===== config.mk =====
export PLATFORM = sky130hd
export DESIGN_NAME = mem_access_unit_flat
export DESIGN_NICKNAME = d
export VERILOG_FILES = /design/src/rtl/mem_access_unit_if.sv /design/src/rtl/mem_access_unit.sv /design/src/flat_wrapper.sv
export SDC_FILE = /design/constraint.sdc
export NUM_CORES = 1
export LEC_CHECK = 0
export CELL_PAD_IN_SITES_DETAIL_PLACEMENT = 0
export CELL_PAD_IN_SITES_GLOBAL_PLACEMENT = 1
export CORE_AREA = 2 2 154 111
export CTS_BUF_LIST = sky130_fd_sc_hd__clkbuf_2
export DETAILED_ROUTE_END_ITERATION = 8
export DIE_AREA = 0 0 156 113
export GPL_ROUTABILITY_DRIVEN = 0
export GPL_TIMING_DRIVEN = 0
export PLACE_DENSITY = 0.87
export SYNTH_ARGS = -nofsm -noshare
export SYNTH_HDL_FRONTEND = slang
export SYNTH_SLANG_ARGS = --single-unit

===== constraint.sdc =====
create_clock -name clk -period 5.1 [get_ports clk]
set_clock_uncertainty 0.2 [all_clocks]
set_input_delay 1.53 -clock clk [delete_from_list [all_inputs] [get_ports clk]]
set_output_delay 1.53 -clock clk [all_outputs]
set_load 0.05 [all_outputs]

===== src/rtl/mem_access_unit_if.sv =====
// Memory-bus side of mem_access_unit: request/response handshake with byte enables.
interface mem_access_unit_if #(
  parameter int DATA_W = 32,
  parameter int ADDR_W = 32
);
  localparam int BE_W  = DATA_W / 8;
  localparam int OFF_W = $clog2(BE_W);

  logic                    bus_req;
  logic                    bus_rw;
  logic [ADDR_W-OFF_W-1:0] bus_addr;
  logic [BE_W-1:0]         bus_be;
  logic [DATA_W-1:0]       bus_wr_data;
  logic [DATA_W-1:0]       bus_rd_data;
  logic                    bus_rdy;

  modport master (
    output bus_req, bus_rw, bus_addr, bus_be, bus_wr_data,
    input  bus_rd_data, bus_rdy
  );

  modport slave (
    input  bus_req, bus_rw, bus_addr, bus_be, bus_wr_data,
    output bus_rd_data, bus_rdy
  );
endinterface


===== src/rtl/mem_access_unit.sv =====
// MEM-stage load/store controller: lane steering, extension, alignment checks and a wait-state bus FSM.
// Optional bus timeout enabled by defining MEM_ACCESS_TIMEOUT_EN.
module mem_access_unit #(
  parameter int DATA_W  = 32,
  parameter int ADDR_W  = 32,
  parameter int TIMEOUT = 255
) (
  input  logic              clk,
  input  logic              reset,
  input  logic              ex_en,
  input  logic [3:0]        ex_mem_op,
  input  logic [31:0]       ex_mem_wr_data,
  input  logic [ADDR_W-1:0] ex_out,
  mem_access_unit_if.master bus,
  output logic [31:0]       out,
  output logic              out_valid,
  output logic              miss_align,
  output logic              bus_err,
  output logic              stall
);
  localparam int BE_W  = DATA_W / 8;
  localparam int OFF_W = $clog2(BE_W);
  localparam logic [1:0] SZ_B = 2'd0, SZ_H = 2'd1, SZ_W = 2'd2;

  if (DATA_W != 32 && DATA_W != 64) begin : g_bad_data_w
    $error("mem_access_unit: DATA_W must be 32 or 64");
  end
  if (TIMEOUT < 1) begin : g_bad_timeout
    $error("mem_access_unit: TIMEOUT must be at least 1");
  end

  typedef enum logic [1:0] {IDLE, ACCESS, DONE} state_t;

  state_t                  state_q, state_d;
  logic [1:0]              size_q, size_d;
  logic                    sext_q, sext_d;
  logic                    load_q, load_d;
  logic [OFF_W-1:0]        lane_q, lane_d;
  logic                    bus_req_q, bus_req_d;
  logic                    bus_rw_q, bus_rw_d;
  logic [ADDR_W-OFF_W-1:0] bus_addr_q, bus_addr_d;
  logic [BE_W-1:0]         bus_be_q, bus_be_d;
  logic [DATA_W-1:0]       bus_wr_data_q, bus_wr_data_d;
  logic [DATA_W-1:0]       rd_data_q, rd_data_d;

  logic             is_mem, is_load, is_sext, misaligned, idle_mem, accept;
  logic [1:0]       size;
  logic [OFF_W-1:0] lane;
  logic [BE_W-1:0]  be_new;
  logic [DATA_W-1:0] wd_new;
  logic [DATA_W+31:0] rd_pad;
  logic [31:0]      rd_word, rd_fmt;

  always_comb begin
    is_mem  = 1'b1;
    is_load = 1'b0;
    is_sext = 1'b0;
    size    = SZ_W;
    unique case (ex_mem_op)
      4'd1: is_load = 1'b1;
      4'd2: ;
      4'd3: begin is_load = 1'b1; is_sext = 1'b1; size = SZ_H; end
      4'd4: begin is_load = 1'b1; size = SZ_H; end
      4'd5: size = SZ_H;
      4'd6: begin is_load = 1'b1; is_sext = 1'b1; size = SZ_B; end
      4'd7: begin is_load = 1'b1; size = SZ_B; end
      4'd8: size = SZ_B;
      default: is_mem = 1'b0;
    endcase
  end

  assign lane       = ex_out[OFF_W-1:0];
  assign misaligned = ((size == SZ_W) && (ex_out[1:0] != 2'b00)) ||
                      ((size == SZ_H) && ex_out[0]);
  assign idle_mem   = (state_q == IDLE) && ex_en && is_mem;
  assign accept     = idle_mem && !misaligned;
  assign miss_align = idle_mem && misaligned;

  always_comb begin
    unique case (size)
      SZ_B:    begin be_new = BE_W'(1) << lane;  wd_new = {BE_W{ex_mem_wr_data[7:0]}}; end
      SZ_H:    begin be_new = BE_W'(3) << lane;  wd_new = {(BE_W/2){ex_mem_wr_data[15:0]}}; end
      default: begin be_new = BE_W'(15) << lane; wd_new = {(DATA_W/32){ex_mem_wr_data}}; end
    endcase
  end

  // Zero padding keeps the 32-bit window in range for the top lanes of a 64-bit bus.
  assign rd_pad  = {32'd0, rd_data_q};
  assign rd_word = rd_pad[{lane_q, 3'b000} +: 32];

  always_comb begin
    unique case (size_q)
      SZ_B:    rd_fmt = {{24{sext_q & rd_word[7]}}, rd_word[7:0]};
      SZ_H:    rd_fmt = {{16{sext_q & rd_word[15]}}, rd_word[15:0]};
      default: rd_fmt = rd_word;
    endcase
  end

`ifdef MEM_ACCESS_TIMEOUT_EN
  localparam int CNT_W = $clog2(TIMEOUT + 1);
  logic [CNT_W-1:0] cnt_q, cnt_d;
  logic             err_q, err_d;
`endif

  always_comb begin
    state_d       = state_q;
    size_d        = size_q;
    sext_d        = sext_q;
    load_d        = load_q;
    lane_d        = lane_q;
    bus_req_d     = bus_req_q;
    bus_rw_d      = bus_rw_q;
    bus_addr_d    = bus_addr_q;
    bus_be_d      = bus_be_q;
    bus_wr_data_d = bus_wr_data_q;
    rd_data_d     = rd_data_q;
    out           = 32'd0;
    out_valid     = 1'b0;
    stall         = 1'b0;
    bus_err       = 1'b0;
`ifdef MEM_ACCESS_TIMEOUT_EN
    cnt_d         = cnt_q;
    err_d         = err_q;
`endif
    unique case (state_q)
      IDLE: begin
        if (ex_en && !is_mem) begin
          out       = ex_out[31:0];
          out_valid = 1'b1;
        end
        if (accept) begin
          stall         = 1'b1;
          state_d       = ACCESS;
          size_d        = size;
          sext_d        = is_sext;
          load_d        = is_load;
          lane_d        = lane;
          bus_req_d     = 1'b1;
          bus_rw_d      = is_load;
          bus_addr_d    = ex_out[ADDR_W-1:OFF_W];
          bus_be_d      = be_new;
          bus_wr_data_d = wd_new;
`ifdef MEM_ACCESS_TIMEOUT_EN
          cnt_d         = '0;
          err_d         = 1'b0;
`endif
        end
      end
      ACCESS: begin
        stall = 1'b1;
        if (bus.bus_rdy) begin
          rd_data_d = bus.bus_rd_data;
          bus_req_d = 1'b0;
          state_d   = DONE;
        end
`ifdef MEM_ACCESS_TIMEOUT_EN
        else if (cnt_q == CNT_W'(TIMEOUT - 1)) begin
          bus_req_d = 1'b0;
          err_d     = 1'b1;
          state_d   = DONE;
        end else begin
          cnt_d = cnt_q + 1'b1;
        end
`endif
      end
      DONE: begin
        state_d = IDLE;
`ifdef MEM_ACCESS_TIMEOUT_EN
        bus_err   = err_q;
        out_valid = !err_q;
        out       = (load_q && !err_q) ? rd_fmt : 32'd0;
`else
        out_valid = 1'b1;
        out       = load_q ? rd_fmt : 32'd0;
`endif
      end
      default: state_d = IDLE;
    endcase
  end

  always_ff @(posedge clk) begin
    if (reset) begin
      state_q       <= IDLE;
      size_q        <= SZ_W;
      sext_q        <= 1'b0;
      load_q        <= 1'b0;
      lane_q        <= '0;
      bus_req_q     <= 1'b0;
      bus_rw_q      <= 1'b1;
      bus_addr_q    <= '0;
      bus_be_q      <= '0;
      bus_wr_data_q <= '0;
      rd_data_q     <= '0;
`ifdef MEM_ACCESS_TIMEOUT_EN
      cnt_q         <= '0;
      err_q         <= 1'b0;
`endif
    end else begin
      state_q       <= state_d;
      size_q        <= size_d;
      sext_q        <= sext_d;
      load_q        <= load_d;
      lane_q        <= lane_d;
      bus_req_q     <= bus_req_d;
      bus_rw_q      <= bus_rw_d;
      bus_addr_q    <= bus_addr_d;
      bus_be_q      <= bus_be_d;
      bus_wr_data_q <= bus_wr_data_d;
      rd_data_q     <= rd_data_d;
`ifdef MEM_ACCESS_TIMEOUT_EN
      cnt_q         <= cnt_d;
      err_q         <= err_d;
`endif
    end
  end

  assign bus.bus_req     = bus_req_q;
  assign bus.bus_rw      = bus_rw_q;
  assign bus.bus_addr    = bus_addr_q;
  assign bus.bus_be      = bus_be_q;
  assign bus.bus_wr_data = bus_wr_data_q;
endmodule


===== src/flat_wrapper.sv =====
// flat-port wrapper written by rule: the top's interface ports become plain ports
module mem_access_unit_flat 
#(
  parameter int DATA_W  = 32,
  parameter int ADDR_W  = 32,
  parameter int TIMEOUT = 255
)
  (clk, reset, ex_en, ex_mem_op, ex_mem_wr_data, ex_out, out, out_valid, miss_align, bus_err, stall, bus_bus_req, bus_bus_rw, bus_bus_addr, bus_bus_be, bus_bus_wr_data, bus_bus_rd_data, bus_bus_rdy);
  mem_access_unit_if #(.DATA_W(DATA_W), .ADDR_W(ADDR_W)) bus_i ();
  input  logic clk;
  input  logic reset;
  input  logic ex_en;
  input  logic [3:0] ex_mem_op;
  input  logic [31:0] ex_mem_wr_data;
  input  logic [ADDR_W-1:0] ex_out;
  output logic [31:0] out;
  output logic out_valid;
  output logic miss_align;
  output logic bus_err;
  output logic stall;
  output wire logic [$bits(bus_i.bus_req)-1:0] bus_bus_req;
  output wire logic [$bits(bus_i.bus_rw)-1:0] bus_bus_rw;
  output wire logic [$bits(bus_i.bus_addr)-1:0] bus_bus_addr;
  output wire logic [$bits(bus_i.bus_be)-1:0] bus_bus_be;
  output wire logic [$bits(bus_i.bus_wr_data)-1:0] bus_bus_wr_data;
  input wire logic [$bits(bus_i.bus_rd_data)-1:0] bus_bus_rd_data;
  input wire logic [$bits(bus_i.bus_rdy)-1:0] bus_bus_rdy;
  assign bus_bus_req = bus_i.bus_req;
  assign bus_bus_rw = bus_i.bus_rw;
  assign bus_bus_addr = bus_i.bus_addr;
  assign bus_bus_be = bus_i.bus_be;
  assign bus_bus_wr_data = bus_i.bus_wr_data;
  assign bus_i.bus_rd_data = bus_bus_rd_data;
  assign bus_i.bus_rdy = bus_bus_rdy;
  mem_access_unit #(.DATA_W(DATA_W), .ADDR_W(ADDR_W), .TIMEOUT(TIMEOUT)) u_core (.clk(clk), .reset(reset), .ex_en(ex_en), .ex_mem_op(ex_mem_op), .ex_mem_wr_data(ex_mem_wr_data), .ex_out(ex_out), .bus(bus_i), .out(out), .out_valid(out_valid), .miss_align(miss_align), .bus_err(bus_err), .stall(stall));
endmodule

* Yosys cells after proc, flatten, opt, wreduce, memory -nomap -nowiden
Index checks and enable logic that the tools add are counted.
Word-level totals: bits in registers 108, bits of input ports 104, output and inout bits 104, word-level logic and storage cells 76
Cells by class: equality and inequality tests 15, shift operators 4, multiplexer cells 20, bitwise gates (word level) 2, reductions and logical operators 24
Operators with widths (number):
- one-hot mux 32 bit (2 select lines) | 3
- two-way mux 32 bit | 2
- indexed part select 64 x 6 -> 32 bit | 1
- == test 4 x 3 -> 1 bit (second input constant) | 4
- == test 4 x 2 -> 1 bit (second input constant) | 2
- one-hot mux 2 bit (2 select lines) | 2
- one-hot mux 4 bit (2 select lines) | 1
- OR reduction 8 bit | 1
- logical AND 1 bit | 7
- two-way mux 1 bit | 7
- == test 2 x 1 -> 1 bit (second input constant) | 3
- zero test 2 bit | 3
- one-hot mux 1 bit (2 select lines) | 3
- AND reduction 2 bit | 3
- OR reduction 3 bit | 2
- OR reduction 5 bit | 1
- == test 2 bit (second input constant) | 2
- == test 4 x 1 -> 1 bit (second input constant) | 1
- == test 4 bit (second input constant) | 1
- two-way mux 2 bit | 2
- nonzero test 2 bit | 2
- << shifter 1 x 2 -> 4 bit (first input constant) | 1
- << shifter 2 x 2 -> 4 bit (first input constant) | 1
- << shifter 4 x 2 -> 4 bit (first input constant) | 1
- 7 further kinds | 9

* Longest topological paths before layout
Gate-level depths: netlist of the first run.
word-level depth 10, mapped depth 8, mapped depth without buffers 4

* Worst setup path before layout of the first run
No wires, ideal clock.
path kind input -> output, start input port ex_mem_op[0], end output port miss_align, arrival time 3.535 ns, path slack -0.165 ns, stages 5, path buffers 2, cells stage by stage buf_2 -> o31a_1 -> or3_1 -> clkbuf_1 -> nor3_1
Between the ends: cells in the longest elaborated chain, start to end 7, elaborated cells on any way between the ends 20
Ends and longest elaborated chain:
- from (decl) | RTL line flat_wrapper.sv:13 | input logic [3:0] ex_mem_op;
- == test 4 x 3 -> 1 bit (tied with other cells) | RTL line mem_access_unit.sv:59 | unique case (ex_mem_op)
- OR reduction 3 bit (no source line)
- one-hot mux 2 bit (2 select lines) | RTL line mem_access_unit.sv:59
- == test 2 bit / == test 2 x 1 -> 1 bit (equally long branches) | RTL line mem_access_unit.sv:73, mem_access_unit.sv:74
- logical AND 1 bit, on equally long branches | RTL line mem_access_unit.sv:73, mem_access_unit.sv:74
- logical OR 1 bit | RTL line mem_access_unit.sv:73 | assign misaligned = ((size == SZ_W) && (ex_out[1:0] != 2'b00)) ||
- logical AND 1 bit (*) | RTL line mem_access_unit.sv:77 | assign miss_align = idle_mem && misaligned;
- to (decl) | RTL line flat_wrapper.sv:18 | output logic miss_align;
Mark *: on every way between the ends. The rest lies on a longest branch, timed or not.

* Worst setup path after layout of the first run
start input port ex_mem_op[1], end output port out[26]
Between the ends: cells in the longest elaborated chain, start to end 7, elaborated cells on any way between the ends 14
Ends and longest elaborated chain:
- == test 4 x 2 -> 1 bit (tied with other cells) | RTL line mem_access_unit.sv:59
- OR reduction 8 bit (no source line) (*)
- two-way mux 1 bit (*) | RTL line mem_access_unit.sv:59
- zero test 1 bit (*) | RTL line mem_access_unit.sv:127 | if (ex_en && !is_mem) begin
- logical AND 1 bit (*) | RTL line mem_access_unit.sv:127
- two-way mux 32 bit (*) | RTL line mem_access_unit.sv:127
- one-hot mux 32 bit (2 select lines) (*) | RTL line mem_access_unit.sv:125 | unique case (state_q)
- to (decl) | RTL line flat_wrapper.sv:16 | output logic [31:0] out;
Marked as above.

==> results of run 1 <==
critical path: stages:
cell and delay, ns:
dlygate4sd2_1 0.30, buf_6 0.17, o31a_1 0.30, o21ba_4 0.29, buf_6 0.16, a221o_1 0.34
clkbuf_4 0.21
path summary, 6_finish.rpt:
check                                to  cells after the start              startpoint
max                             out[26]                      7            ex_mem_op[1]
min              u_core.bus.bus_addr[5]                      2  u_core.bus.bus_addr[5]
max reg2reg  u_core.bus.bus_wr_data[28]                      9       u_core.state_q[0]
min reg2reg      u_core.bus.bus_addr[5]                      2  u_core.bus.bus_addr[5]
placed cells by master (no fill, tap or decap), types with 6 or more instances in the layout:
cell type,count
a21oi_1,49
a221o_1,16
a22oi_1,11
a31oi_1,26
buf_2,14
buf_4,30
buf_6,15
clkbuf_1,34
clkbuf_2,10
clkdlybuf4s50_1,165
dfxtp_1,108
mux2_2,12
mux2i_1,55
nand2_1,188
nand3_1,8
nor2_1,10
nor2b_1,10
o211ai_1,11
o21ai_0,12
o221ai_1,17
o2bb2ai_1,6
or2_2,16
flip-flops by register name, indices dropped and copies added (netlist names):
register	cells
u_core.bus.bus_addr	30
u_core.bus.bus_be	4
u_core.bus.bus_req	1
u_core.bus.bus_rw	1
u_core.bus.bus_wr_data	32
u_core.lane_q	2
u_core.load_q	1
u_core.rd_data_q	32
u_core.sext_q	1
u_core.size_q	2
u_core.state_q	2
power groups by stage:
stage | sequential (mW) | clock, mW | combinational (mW)
finish | 0.906 | 0.448 | 0.579
global route | 0.911 | 0.482 | 0.609
CTS | 0.906 | 0.461 | 0.558
detailed placement | 0.919 | 0 | 0.549
global placement | 0.918 | 0 | 0.547
floorplan | 1.00 | 0 | 0.233
timing repair:
| action | in CTS | in global routing |
|---|---|---|
| gates resized for setup | 224 | 28 |
| endpoints found under the hold margin | 0 | 0 |
| endpoints found under the setup margin | 35 | 26 |
| buffers inserted | 4 | 4 |
| gates cloned | 0 | 3 |
| pin swaps | 5 | 6 |
per-layer routing:
layer / global-route usage / vias up / routed length [um]
li1: - / 2899 / -
met1: 0.3662 / 2834 / 10860
met2: 0.3327 / 257 / 8821
met3: 0.07047 / 21 / 2011
met4: 0.04771 / 0 / 198
met5: 0 / - / 0
area by class of cell:
cell class                      count  area, sq um
Clock inverter                      7        83.83
Clock buffer                        9        45.04
Multi-Input combinational cell    510         3296
Fill cell                        1536         7747
Sequential cell                   108         2162
Tap cell                          205        256.5
Timing Repair Buffer              213         2077
Inverter                            6        22.52
Buffer                             63        364.1
cells by family (layout without fill, tap and decap cells):
family / Yosys count / after routing
DFF: 108 / 108
other: 1 / 1
buffers and inverters: 70 / 298
muxes: 76 / 76
AOI/OAI and AO/OA: 169 / 170
and+or+nand+nor: 261 / 261
xor gates and xnor gates: 2 / 2
==> run metrics, run 1 <==
Initial Util 0.3548; CTS Hold Buffers Added 0; Tightest Pin Transition approximately 0.85 ns; Vias roughly 6000; CTS tree built; grt total ovfl 0; Cell variety after synth 58; design area 0.008307 sq mm; element type at the critical path start input pin; sequential share of the synthesized area 0.3795; Net Count, Synth 791; FMAX between 0.15 and 0.2 GHz; # IOs around 210; Total Wirelength approximately 22 mm; Final min period a little over 5 ns; switching portion of total power 0.3751; total power divided by cell area 232.7 mW/mm^2; Syn Area/Cell just over 8 sq um; Cell Area, Synth 0.005697 sq mm; CTS root buffer clkbuf_2; ANT cells 0; Hold Path Class register to register; Placed Instances between 1000 and 1500; ranking of synthesized cells by area dfxtp_1, nand2_1, mux2i_1; R2R Setup Slk around 2.6 ns; # DRC 0; WP data required about 3.4 ns; worst endpoint data arrival time 3.32 ns; run status completed; most common cell in the netlist nand2_1; pin count of the biggest net entering global routing 23; Layout area overhead 45.82%; worst hold slack roughly 0.27 ns; dominant cell type by area after synthesis dfxtp_1; DRT antenna net count 0; vias in the first global route around 5600; synth warn 0; Tcrit/Tclk final 0.9894; dpl ws -1.132 ns; deepest clock path buffer count 2; Worst Setup End Kind output pin; complex-gate fraction of the synthesized area 0.2029; Slew Viols, Final 0; initial antenna violation count 0; share of the synthesized area in the top cell type 0.3795; Die H 113 um; Post-Synth Simple-Gate Area 0.2054; drt pass-1 iters 6; Synth top cells by count nand2_1, dfxtp_1, mux2i_1, a21oi_1, clkbuf_1; GRT Overall Usage 0.2402; CTS clock-pin slew for the worst setup and hold paths ~0.38 ns; Clock Sinks between 100 and 150; Max Cap Viol 0; setup violators final 0; chip width about 160 um; fin worst setup slack 0.05415 ns; dpl hpwl 16.45 mm; XOR/XNOR Fraction of Synth Area 0.003075; internal power around 1.2 mW; main combinational cell family by area after synthesis simple AND/OR/NAND/NOR gates; Fin. Hold Viols 0; Synth Instances 687; ys flop type dfxtp_1; FFs w/ async S/R, synth 0; port buffer count roughly 200; final core occ 0.5174; Inserted Clock Buffers 9; Core Region approximately 0.016 sq mm; routed len/inst ~20 um; Iter 0 DRT Violations just under 400; Slew HR 0.4293; Power Total approximately 1.9 mW; CP Max Fanout 10; row count 39; Post-synth EDFFs 0; Reg power frac 0.469; CTS HTree Levels 3; P_sw 0.7251 mW; mux contribution to synthesized area 0.1480; Leakage roughly 3 nW; Net count, final between 1000 and 1500; synthesized flop and latch total ~110; Max VDD drop between 100 and 150 uV; setup TNS 0 ns; die area 0.01763 sq mm; share of cells above drive strength 1 0.1550; Via density 5.362; first-pass GRT wire length roughly 32 mm; Finished Layout Cells about 1100; Clock Power Share 0.232; Post-Synth Adder-Cell Area 0; placed instance area around 0.0080 sq mm; kind of critical path input pin to output pin; RSZ-0062 raised after global routing no; worst skew pair latency between 0.6 and 0.7 ns; Comb pwr share 0.300
(Power assumes the default switching activity.)
==> run 2, diff against run 1 <==
- PLACE_DENSITY: 0.87 -> not set
- PLACE_DENSITY_LB_ADDON: not set -> 0.1
- RECOVER_POWER: not set -> 100
==> run 2 against run 1 <==
Register-to-register slack better by 0.07 ns; sequential power about the same; worst hold slack improved by 0.0069 ns; final area is 2.0% lower; clock-buffer cell count unchanged; routed wire length is 0.74% lower; critical endpoint is now out[21]; highest routed layer is now met5.
==> run metrics, run 2 (synthesis results as in run 1) <==
CTS root buffer clkbuf_2; Slew HR 0.3044 (-0.1250); ANT cells 0 (unchanged); Die H 113 um (unchanged); worst hold slack 0.2808 ns (+0.006930 ns); Max Cap Viol 0 (unchanged); crit path max-delay cell type clkdlybuf4s15_2; Crit path max-delay family buffers and inverters; Power Total 1.872 mW (-3.2%); GRT Overall Usage 0.2445 (+0.004325); Max VDD drop 108.2 uV (-7.7%); Tightest Pin Transition 1.043 ns (+0.1897 ns); drt pass-1 iters 5 (-1); Worst Setup End Kind output pin; share of cells above drive strength 1 0.1433 (-0.01169); met3 usage 0.05132 (-0.01915); dpl ws -1.181 ns (-0.04846 ns); final core occ 0.5071 (-0.01029); dpl hpwl 17.04 mm (+3.6%); worst endpoint data arrival time 3.36 ns (+0.04 ns); # DRC 0 (unchanged); Fin. Hold Viols 0 (unchanged); commonest non-fill, non-tap cell in the layout nand2_1; Core Region 0.01605 sq mm (unchanged); M2 GR Usage 0.3487 (+0.01593); critical-path cell list dlygate4sd2_1 -> buf_6 -> o31a_1 -> o21ba_4 -> buf_4 -> a221o_1 -> clkdlybuf4s15_2; element type at the critical path start input pin; Via density 5.405 (+0.79%); deepest clock path buffer count 2 (unchanged); Total Wirelength 21.73 mm (-0.74%); vias in the first global route 5779 (+2.7%); Slew Viols, Final 0 (unchanged); CTS Hold Buffers Added 0 (unchanged); first-pass GRT wire length 32.89 mm (+1.3%); Iter 0 DRT Violations 438 (+10%); CTS tree built; total power divided by cell area 229.9 mW/mm^2 (-1.2%); run status completed; row count 39 (unchanged); Initial Util 0.3548 (unchanged); setup violators final 0 (unchanged); CP Max Fanout 10 (unchanged); Clock Sinks 108 (unchanged); die area 0.01763 sq mm (unchanged); chip width 156 um (unchanged); port buffer count 203 (unchanged); design area 0.008142 sq mm (-2.0%); pin count of the biggest net entering global routing 21 (-8.7%); Leakage 2.978 nW (-2.3%); setup TNS 0 ns (unchanged); Vias 6010 (-0.017%); fin worst setup slack 0.01104 ns (-0.04311 ns); met1 Use GR 0.3780 (+0.01180); Net count, final 1006 (-0.89%); DRT antenna net count 0 (unchanged); CP bufs+invs 4 (unchanged); Tcrit/Tclk final 0.9978 (+0.008453); grt total ovfl 0 (unchanged); FMAX 0.1965 GHz (-0.85%); Placed Instances 1095 (unchanged); Layout area overhead 42.92%; RSZ-0062 raised after global routing yes; routed len/inst 19.54 um (about the same); commonest cells after routing, fill and taps aside nand2_1, clkdlybuf4s50_1, dfxtp_1; Hold Path Class register to register; initial antenna violation count 1 (+1); WP data required 3.37 ns (about the same); GR peak layer met1; # IOs 208 (unchanged); kind of critical path input pin to output pin; Final min period 5.089 ns (+0.04311 ns); placed instance area 0.008001 sq mm (unchanged); worst skew pair latency 0.65 ns (-0.02 ns); CTS HTree Levels 3 (unchanged); Inserted Clock Buffers 9 (unchanged); crit-path max cell delay 0.34 ns (about the same); Finished Layout Cells 1112 (-0.80%); CTS clock-pin slew for the worst setup and hold paths 0.32 ns (-0.06 ns)
[run 2: power breakdown]
group	switching, mW	internal (mW)	leakage, nW
logic	0.339	0.221	2.03
registers	0.0240	0.882	0.876
clock network	0.327	0.0786	0.0715
[run 2: timing repair]
action                                  CTS  global route
endpoints found under the setup margin   35            33
gates resized for setup                 225             8
pin swaps                                 4             3
buffers inserted                          1             1
[run 2: cell type report]
cell class / instances / area, sq um
Timing Repair Buffer: 205 / 1964
Fill cell: 1570 / 7913
Buffer: 63 / 349.1
Inverter: 6 / 22.52
Clock buffer: 9 / 45.04
Clock inverter: 7 / 67.56
Sequential cell: 108 / 2162
Multi-Input combinational cell: 509 / 3274
Tap cell: 205 / 256.5
[run 2: worst paths after layout]
| check | start | end | slack [ns] | cells after the start |
|---|---|---|---|---|
| hold / removal | u_core.bus.bus_wr_data[2] | u_core.bus.bus_wr_data[2] | 0.28 | 2 |
| setup / recovery | ex_mem_op[1] | out[21] | 0.01 | 7 |
| hold reg to reg | u_core.bus.bus_wr_data[2] | u_core.bus.bus_wr_data[2] | 0.28 | 2 |
| setup reg to reg | u_core.state_q[0] | u_core.bus.bus_wr_data[14] | 2.70 | 6 |
[run 2: per-layer routing]
layer | vias up | routed length (um)
met1 | 2889 | 10870
met5 | - | 13
met2 | 227 | 8933
met4 | 2 | 181
li1 | 2875 | -
met3 | 17 | 1729
[run 2: worst reg2reg max path, cell delays in order (launching register included)]
cell and delay (ns):
dfxtp_1 0.36, buf_2 0.19, or3b_4 0.43, nor3_4 0.35, clkbuf_1 0.46, o221ai_1 0.19
a31oi_1 0.20
